File: config.mk
export PLATFORM = sky130hd
export DESIGN_NAME = i2s_stereo_tx
export DESIGN_NICKNAME = d
export VERILOG_FILES = /design/src/rtl/i2s_stereo_tx.sv
export SDC_FILE = /design/constraint.sdc
export NUM_CORES = 1
export LEC_CHECK = 0
export BUFFER_PORTS_ARGS = -buffer_cell sky130_fd_sc_hd__buf_2
export CORE_MARGIN = 2
export CORE_UTILIZATION = 55
export DETAILED_ROUTE_END_ITERATION = 8
export GPL_TIMING_DRIVEN = 0
export HOLD_SLACK_MARGIN = 0.12
export PLACE_DENSITY = 0.72
export SYNTH_ARGS = -nofsm -noshare
export SYNTH_HDL_FRONTEND = slang
export SYNTH_SLANG_ARGS = --single-unit
File: constraint.sdc
create_clock -name clk_clk -period 6.1 [get_ports clk_clk]
set_input_delay 0.915 -clock clk_clk [delete_from_list [all_inputs] [get_ports clk_clk]]
set_output_delay 0.915 -clock clk_clk [all_outputs]
set_load 0.02 [all_outputs]
File: src/rtl/i2s_stereo_tx.sv
`default_nettype none
// ---------------------------------------------------------------------------
// i2s_stereo_tx : slave-mode I2S stereo transmitter with pair FIFO, MCLK
//                 divider, underrun muting and saturating underrun counter.
// Revision      : 1.0
// ---------------------------------------------------------------------------
module i2s_stereo_tx #(
  parameter int SAMPLE_W      = 16,
  parameter int SLOT_W        = 32,
  parameter int FIFO_DEPTH    = 16,
  parameter int MCLK_DIV_LOG2 = 2
) (
  input  logic                          clk_clk,
  input  logic                          reset_reset_n,
  input  logic                          enable,
  input  logic [2*SAMPLE_W-1:0]         s_data,
  input  logic                          s_valid,
  output logic                          s_ready,
  output logic [$clog2(FIFO_DEPTH):0]   fifo_level,
  input  logic                          underrun_clr,
  output logic [15:0]                   underrun_cnt,
  input  logic                          i2s_sclk,
  input  logic                          i2s_lrclk,
  output logic                          i2s_dout,
  output logic                          i2s_mclk
);

  localparam int                    c_ADDR_W   = $clog2(FIFO_DEPTH);
  localparam logic [c_ADDR_W:0]     c_LVL_FULL = (c_ADDR_W+1)'(FIFO_DEPTH);
  localparam logic [c_ADDR_W:0]     c_LVL_ONE  = (c_ADDR_W+1)'(1);
  localparam logic [c_ADDR_W-1:0]   c_PTR_ONE  = c_ADDR_W'(1);

  logic [MCLK_DIV_LOG2-1:0] r_mclk_cnt;
  logic                     r_sclk_s1, r_sclk_s2, r_sclk_d;
  logic                     r_lr_s1, r_lr_s2, r_lr_prev;
  logic                     r_load_pending, r_new_lr;
  logic [SLOT_W-1:0]        r_shift;
  logic                     r_dout;
  logic [SAMPLE_W-1:0]      r_held_right;
  logic [2*SAMPLE_W-1:0]    r_mem [FIFO_DEPTH];
  logic [c_ADDR_W-1:0]      r_wr_ptr, r_rd_ptr;
  logic [c_ADDR_W:0]        r_level;
  logic [15:0]              r_ucnt;

  logic                     w_sclk_rise, w_sclk_fall;
  logic                     w_full, w_empty, w_push, w_pop;
  logic                     w_load, w_left_load, w_underrun;
  logic [SAMPLE_W-1:0]      w_sample;
  logic [SLOT_W-1:0]        w_word;

  always_ff @(posedge clk_clk) begin
    if (!reset_reset_n) r_mclk_cnt <= '0;
    else                r_mclk_cnt <= r_mclk_cnt + MCLK_DIV_LOG2'(1);
  end

  assign i2s_mclk = r_mclk_cnt[MCLK_DIV_LOG2-1];

  always_ff @(posedge clk_clk) begin
    if (!reset_reset_n) begin
      r_sclk_s1 <= 1'b0;
      r_sclk_s2 <= 1'b0;
      r_sclk_d  <= 1'b0;
      r_lr_s1   <= 1'b0;
      r_lr_s2   <= 1'b0;
    end else begin
      r_sclk_s1 <= i2s_sclk;
      r_sclk_s2 <= r_sclk_s1;
      r_sclk_d  <= r_sclk_s2;
      r_lr_s1   <= i2s_lrclk;
      r_lr_s2   <= r_lr_s1;
    end
  end

  assign w_sclk_rise = r_sclk_s2 & ~r_sclk_d;
  assign w_sclk_fall = ~r_sclk_s2 & r_sclk_d;

  assign w_full      = (r_level == c_LVL_FULL);
  assign w_empty     = (r_level == '0);
  assign s_ready     = enable & ~w_full;
  assign w_push      = s_valid & s_ready;
  assign w_load      = w_sclk_fall & r_load_pending & enable;
  assign w_left_load = w_load & ~r_new_lr;
  assign w_pop       = w_left_load & ~w_empty;
  assign w_underrun  = w_left_load & w_empty;

  // An empty FIFO on a left load mutes the whole frame: left is 0 now, right is held at 0
  assign w_sample = r_new_lr ? r_held_right :
                    (w_empty ? '0 : r_mem[r_rd_ptr][2*SAMPLE_W-1:SAMPLE_W]);
  assign w_word   = SLOT_W'(w_sample) << (SLOT_W - SAMPLE_W);

  // LRCLK is tracked even while disabled so a re-enable waits for a fresh transition
  always_ff @(posedge clk_clk) begin
    if (!reset_reset_n) begin
      r_lr_prev      <= 1'b0;
      r_load_pending <= 1'b0;
      r_new_lr       <= 1'b0;
    end else begin
      if (w_sclk_rise) r_lr_prev <= r_lr_s2;
      if (!enable) begin
        r_load_pending <= 1'b0;
      end else if (w_sclk_rise && (r_lr_s2 != r_lr_prev)) begin
        r_load_pending <= 1'b1;
        r_new_lr       <= r_lr_s2;
      end else if (w_load) begin
        r_load_pending <= 1'b0;
      end
    end
  end

  // The MSB leaves on the load edge itself, so the shifter keeps only the remaining bits
  always_ff @(posedge clk_clk) begin
    if (!reset_reset_n || !enable) begin
      r_shift <= '0;
      r_dout  <= 1'b0;
    end else if (w_load) begin
      r_dout  <= w_word[SLOT_W-1];
      r_shift <= w_word << 1;
    end else if (w_sclk_fall) begin
      r_dout  <= r_shift[SLOT_W-1];
      r_shift <= r_shift << 1;
    end
  end

  assign i2s_dout = r_dout;

  always_ff @(posedge clk_clk) begin
    if (!reset_reset_n || !enable) begin
      r_held_right <= '0;
    end else if (w_left_load) begin
      r_held_right <= w_empty ? '0 : r_mem[r_rd_ptr][SAMPLE_W-1:0];
    end
  end

  always_ff @(posedge clk_clk) begin
    if (w_push) r_mem[r_wr_ptr] <= s_data;
  end

  always_ff @(posedge clk_clk) begin
    if (!reset_reset_n || !enable) begin
      r_wr_ptr <= '0;
      r_rd_ptr <= '0;
      r_level  <= '0;
    end else begin
      if (w_push) r_wr_ptr <= r_wr_ptr + c_PTR_ONE;
      if (w_pop)  r_rd_ptr <= r_rd_ptr + c_PTR_ONE;
      case ({w_push, w_pop})
        2'b10:   r_level <= r_level + c_LVL_ONE;
        2'b01:   r_level <= r_level - c_LVL_ONE;
        default: r_level <= r_level;
      endcase
    end
  end

  assign fifo_level = r_level;

  always_ff @(posedge clk_clk) begin
    if (!reset_reset_n || underrun_clr) begin
      r_ucnt <= '0;
    end else if (w_underrun && (r_ucnt != 16'hFFFF)) begin
      r_ucnt <= r_ucnt + 16'd1;
    end
  end

  assign underrun_cnt = r_ucnt;

endmodule
`default_nettype wire

==> results of run 1 <==
[layout make-up]
type	instances	area (um2)
multi-input cells	529	5590
flip-flops and latches	587	16900
clock buffers	75	1570
repair buffers	90	782
plain buffers	72	360
clock inverters	32	317
fillers	2702	14700
inverters	6	22.5
well taps	532	666
[placed cells by master (no fill, tap or decap), types with 6 or more instances in the layout]
master / Yosys / layout
nand4_1: 11 / 11
edfxtp_1: 512 / 512
mux2i_1: 31 / 31
a2111oi_0: 11 / 11
nand3_1: 14 / 14
buf_6: 3 / 18
a211oi_1: 54 / 54
clkbuf_1: 34 / 46
and3_1: 14 / 14
dfxtp_1: 75 / 75
nor3_1: 19 / 15
buf_2: 18 / 79
a21oi_1: 23 / 23
nor2_4: 0 / 12
nor2_1: 74 / 62
and2_1: 8 / 8
clkinv_1: 0 / 8
mux4_2: 128 / 128
buf_12: 0 / 7
ha_1: 9 / 9
nand2_1: 26 / 26
clkinv_2: 0 / 6
clkbuf_16: 0 / 60
buf_4: 12 / 12
nor2b_1: 34 / 34
xor2_1: 24 / 24
[through the flow]
stage	power, W	utilization
after CTS	0.00809	0.641
after detailed placement	0.00460	0.595
final	0.00805	0.641
after global routing	0.00824	0.641
after global placement	0.00458	0.581
after floorplan	0.00452	-
[power by group through the flow]
stage	combinational (W)	clock, W	sequential [W]
detailed placement	0.000127	0	0.00447
global route	0.000141	0.00372	0.00438
floorplan	0.0000475	0	0.00447
global placement	0.000113	0	0.00447
CTS	0.000128	0.00358	0.00438
finish	0.000128	0.00354	0.00438
[per-layer routing]
metal | vias up | part of all wire | GRT usage
li1 | 5149 | - | -
met3 | 100 | 0.081 | 0.0363
met2 | 572 | 0.47 | 0.381
met1 | 6291 | 0.41 | 0.362
met5 | - | 0.00021 | 0
met4 | 2 | 0.030 | 0.0872
[worst min path at each step]
| stage | slack, ns | start | to |
|---|---|---|---|
| CTS | 0.43 | r_mclk_cnt[0] | r_mclk_cnt[0] |
| detailed placement | 0.42 | r_sclk_s1 | r_sclk_s2 |
| finish | 0.43 | r_mclk_cnt[0] | r_mclk_cnt[0] |
| global route | 0.45 | r_mclk_cnt[0] | r_mclk_cnt[0] |
| floorplan | 0.41 | r_mclk_cnt[0] | r_mclk_cnt[0] |
| global placement | 0.42 | r_mclk_cnt[0] | r_mclk_cnt[0] |
[registers in the layout (all words and copies together) (netlist names), 2 cells and up, named ones only]
name,count
underrun_cnt,16
r_rd_ptr,4
r_held_right,16
fifo_level,5
r_shift,15
r_mclk_cnt,2
r_mem,512
r_wr_ptr,4
[cells by family after synthesis]
kind of cell / synth area share
DFF: 0.742
and+or+nand+nor: 0.0479
buffers and inverters: 0.0168
xor gates and xnor gates: 0.0112
muxes: 0.141
AOI/OAI and AO/OA: 0.0359
adders and majority gates: 0.00495
==> summary.md, run 1 <==
| Metric | Value |
|---|---|
| Status | finished clean |
| RSZ-0062 raised after global routing | no |
| Skew final | 0.0110 ns |
| Global placement routability congestion | 0.882 |
| Reg power frac | 0.545 |
| Slew at the pin closest to its max-slew limit | 1.03 ns |
| Worst-Skew Late Latency | 0.61 ns |
| Min Tclk post-route | 3.48 ns |
| Die Width | 207 um |
| Violation count after the first detailed-route iteration | 1546 |
| Clock Sinks | 587 |
| Die area | 0.0430 mm2 |
| Post-DRT Antenna Nets | 0 |
| R2R cell count | 13 |
| Synth cell types | 45 |
| Startpoint type of the worst setup path | flop |
| Crit path to | fifo_level[4] |
| Hold WS | 0.430 ns |
| Vias in the first global route | 12059 |
| Placement Setup Slack | 2.48 ns |
| Critical Path Stages | 13 |
| Nets | 1391 |
| Crit. Startpoint | fifo_level[1] |
| CTS resizes | 0 |
| Peak supply drop | 0.257 mV |
| CTS tree | yes |
| First drt pass iteration count | 9 |
| Post-synthesis sequential area ratio | 0.742 |
| Routed vias | 12114 |
| TNS Setup | 0 ns |
| WP data required | 6.62 ns |
| Switch share | 0.199 |
| Worst Hold Class | flop to flop |
| Post-synthesis cell count | 1194 |
| Design Area, Final | 0.0262 mm2 |
| Reg2reg setup slack | 2.62 ns |
| Power Density | 307 mW/mm2 |
| Cell internal pwr | 0.00645 W |
| Post-synth net total | 1242 |
| Power share of the combinational group | 0.016 |
| Commonest cells post-synth | edfxtp_1 (512), mux4_2 (128), dfxtp_1 (75) |
| Number of enable flip-flop cells after synthesis | 512 |
| Clock transition at path regs | 0.06 ns |
| WP data arrival | 4.00 ns |
| GRT Total Usage | 0.246 |
| Most frequent CP cell | ha_1 |
| Top cell type's share of synthesized area | 0.676 |
| # hold bufs at CTS | 0 |
| Layout cells sized above 1 | 0.257 |
| Final setup margin | 2.62 ns |
| Number of inserted diodes | 0 |
| Largest net degree at the start of global routing | 23 |
| Hold Path Depth | 1 |
| Starting Density | 0.557 |
| P_leak | 8.30 nW |
| Wire per inst | 27.1 um |
| Layout Cells excl Fill | 1923 |
| Switching power | 0.00160 W |
| Initial antenna violation count | 1 |
| Overflow left after global routing | 0 |
| Post-Syn Area per Cell | 19.0 um2 |
| Setup Crit Path Kind | flop to flop |
| Post-detail-place hpwl | 33100 um |
| Ys flop type | edfxtp_1 |
| CP Cell Sequence | nor4_1, nor2b_1, nand2b_1, inv_1, ha_1, buf_2, xor2_1, ha_1, a31oi_1, o41ai_2, xnor2_1, or3_1, a21oi_1 |
| CTS Buf Count | 57 |
| Synthesized area | 0.0227 mm2 |
| Power share of the clock group | 0.439 |
| Fin crit share | 0.570 |
| Most area-hungry cell type in the Yosys netlist | edfxtp_1 |
| Total routed wirelength | 52200 um |
| Synth top area cells | edfxtp_1 (68%), mux4_2 (13%), dfxtp_1 (6.6%) |
| Number of setup violations in the final report | 0 |
| Placed insts | 1816 |
| Most frequent cell after synthesis | edfxtp_1 |
| Number of max-slew violations in the final report | 0 |
| Fin. Hold Viols | 0 |
| Root Driver | clkbuf_16 |
| Worst R2R Start | fifo_level[1] |
| DR DRC count | 0 |
| First-pass GRT wire length | 77800 um |
| # H-tree levels | 2 |
| CTS max path bufs | 3 |
| Via density | 6.30 |
| Placed cell area | 0.0243 mm2 |
| Worst reg2reg path endpoint | fifo_level[4] |
| Post-synth ARST share | 0 |
| Area delta synth->final | 15.2% |
| CORE AREA | 0.0408 mm2 |
| Crit-path slowest cell | nor4_1 |
| Worst Setup End Kind | flop |
| PortBufs | 61 |
| Worst rel slew slack | 0.310 |
| Post-CTS Setup Repair Bufs | 0 |
| Worst-path fanout max | 8 |
| Critical Path Max Stage Delay | 0.49 ns |
| Die height | 207 um |
| CP delay by family, top | simple AND/OR/NAND/NOR gates |
| Synth warnings | 0 |
| Max Cap Violations | 0 |
| Max Clk Rate | 0.288 GHz |
| # IOs | 63 |
| CP bufs+invs | 2 |
| # rows | 74 |
| Yosys reg bits | 587 |
Power figures use the tool's default switching activity.
==> run 2, diff against run 1 <==
--- a/config.mk
+++ b/config.mk
@@ -11,7 +11,7 @@
 export DETAILED_ROUTE_END_ITERATION = 8
 export GPL_TIMING_DRIVEN = 0
 export HOLD_SLACK_MARGIN = 0.12
-export PLACE_DENSITY = 0.72
+export PLACE_DENSITY = 0.74
 export SYNTH_ARGS = -nofsm -noshare
 export SYNTH_HDL_FRONTEND = slang
 export SYNTH_SLANG_ARGS = --single-unit
==> constraint.sdc (replaced) <==
create_clock -name clk_clk -period 2.8 [get_ports clk_clk]
set_input_delay 0.42 -clock clk_clk [delete_from_list [all_inputs] [get_ports clk_clk]]
set_output_delay 0.42 -clock clk_clk [all_outputs]
set_load 0.02 [all_outputs]
==> summary.md, run 2 (same netlist as run 1, synthesis figures left out) <==
| Metric | Value |
|---|---|
| Status | finished clean |
| Multi-input combinational cell area | 0.00572 mm2 |
| CTS max path bufs | 3 |
| P_leak | 8.34 nW |
| Skew final | 0.0205 ns |
| Worst Hold Class | input port to flop |
| Die height | 207 um |
| First-pass GRT wire length | 76700 um |
| Worst rel slew slack | 0.282 |
| Fin. Hold Viols | 0 |
| WP data arrival | 3.30 ns |
| Routed vias | 12121 |
| Number of max-slew violations in the final report | 0 |
| Post-detail-place hpwl | 32200 um |
| Max Cap Violations | 0 |
| Worst-path fanout max | 7 |
| Worst Setup End Kind | flop |
| Post-DRT Antenna Nets | 0 |
| Commonest non-fill, non-tap cells in the layout | edfxtp_1 (512), mux4_2 (128), buf_2 (72) |
| Die area | 0.0430 mm2 |
| Vias in the first global route | 12171 |
| Register area | 0.0169 mm2 |
| Nets | 1389 |
| Tot Pwr | 0.0174 W |
| PortBufs | 61 |
| WP data required | 3.31 ns |
| First drt pass iteration count | 8 |
| Clock Sinks | 587 |
| Final core utilization | 0.646 |
| Fin crit share | 0.996 |
| Die Width | 207 um |
| Peak supply drop | 0.521 mV |
| Worst reg2reg path endpoint | fifo_level[4] |
| Crit path to | fifo_level[4] |
| Number of inserted diodes | 0 |
| # rows | 74 |
| CTS tree | yes |
| Crit. Startpoint | fifo_level[3] |
| RSZ-0062 raised after global routing | yes |
| Area delta synth->final | 16.0% |
| Overflow left after global routing | 0 |
| Via density | 6.33 |
| CORE AREA | 0.0408 mm2 |
| Initial antenna violation count | 1 |
| Layout cells sized above 1 | 0.268 |
| Max Clk Rate | 0.359 GHz |
| Min Tclk post-route | 2.79 ns |
| # IOs | 63 |
| Worst-Skew Late Latency | 0.60 ns |
| Root Driver | clkbuf_16 |
| Startpoint type of the worst setup path | flop |
| Setup Crit Path Kind | flop to flop |
| Power Density | 660 mW/mm2 |
| Max reg flops | 512 |
| Slew at the pin closest to its max-slew limit | 1.08 ns |
| Reg2reg setup slack | 0.01 ns |
| R2R cell count | 13 |
| DR DRC count | 0 |
| CTS Buf Count | 56 |
| Violation count after the first detailed-route iteration | 1522 |
| Biggest register | r_mem |
| Number of setup violations in the final report | 0 |
| GRT Total Usage | 0.242 |
| # H-tree levels | 2 |
| Global placement routability congestion | 0.899 |
| Commonest non-fill, non-tap cell in the layout | edfxtp_1 |
| Starting Density | 0.557 |
| Worst R2R Start | fifo_level[3] |
| Largest net degree at the start of global routing | 23 |
| Wire per inst | 27.2 um |
| Total routed wirelength | 52200 um |
| Clock transition at path regs | 0.06 ns |
| Filler Cells Inserted | 2632 |
==> run 2: critical path, cell delays in order (launching register included) <==
cell      delay, ns
dfxtp_4        0.37
nor4_4         0.28
nor2b_4        0.22
nand2b_4       0.16
inv_4          0.07
ha_4           0.17
buf_4          0.16
xor2_1         0.14
ha_2           0.20
a31oi_4        0.19
o41ai_4        0.11
xnor2_1        0.15
or3_1          0.33
a21oi_1        0.14
==> run 2: repair_timing <==
action	in CTS	in global routing
pin swaps	5	3
hold buffers	3	0
gates resized for setup	24	35
gates cloned	1	0
setup buffers	3	1
setup endpoints to repair	65	96
endpoints found under the hold margin	3	0
==> run 2: layout make-up <==
class | instances | area share
buffer | 72 | 0.0158
clock buffer | 67 | 0.0563
clock inverter | 33 | 0.0134
inverter | 6 | 0.000948
multi-input combinational | 530 | 0.217
sequential | 587 | 0.640
tap | 532 | 0.0252
timing repair buffer | 88 | 0.0314
==> run 2: per-layer routing <==
metal	track usage	vias to the layer above	share of wire
li1	-	5142	-
met1	0.335	6275	0.40
met2	0.388	575	0.48
met3	0.0502	127	0.081
met4	0.0862	2	0.035
met5	0	-	0.00031
==> run 2: per-stage QoR <==
stage          area [um2]  setup WS (ns)  instances  hold slack, ns  TNS, ns
6_report            26400         0.0108       1915           0.184        0
5_1_grt             26400        -0.0513       1915           0.176  -0.0513
4_1_cts             26300       0.000498       1914           0.163        0
3_5_place_dp        24300         -0.406       1807           0.426    -7.23
3_3_place_gp        23700          -1.99       1787           0.422  -826.75
2_1_floorplan       22800         -0.238       1194           0.412   -76.80
==> run 2: worst min-delay path by stage <==
stage               slack, ns  depth (start not counted)          start             to
finish                   0.18                          1     s_data[22]   r_mem[5][22]
floorplan                0.41                          1  r_mclk_cnt[0]  r_mclk_cnt[0]
global route             0.18                          1     s_data[22]   r_mem[2][22]
CTS                      0.16                          1     s_data[16]   r_mem[9][16]
global placement         0.42                          1  r_mclk_cnt[0]  r_mclk_cnt[0]
detailed placement       0.43                          1      r_sclk_s1      r_sclk_s2
==> run 2: report_power, final <==
| group | total (W) | internal, W | switching [W] | leakage [nW] |
|---|---|---|---|---|
| logic | 0.000291 | 0.0000957 | 0.000196 | 2.25 |
| clock network | 0.00757 | 0.00441 | 0.00316 | 0.877 |
| registers | 0.00955 | 0.00953 | 0.0000152 | 5.22 |
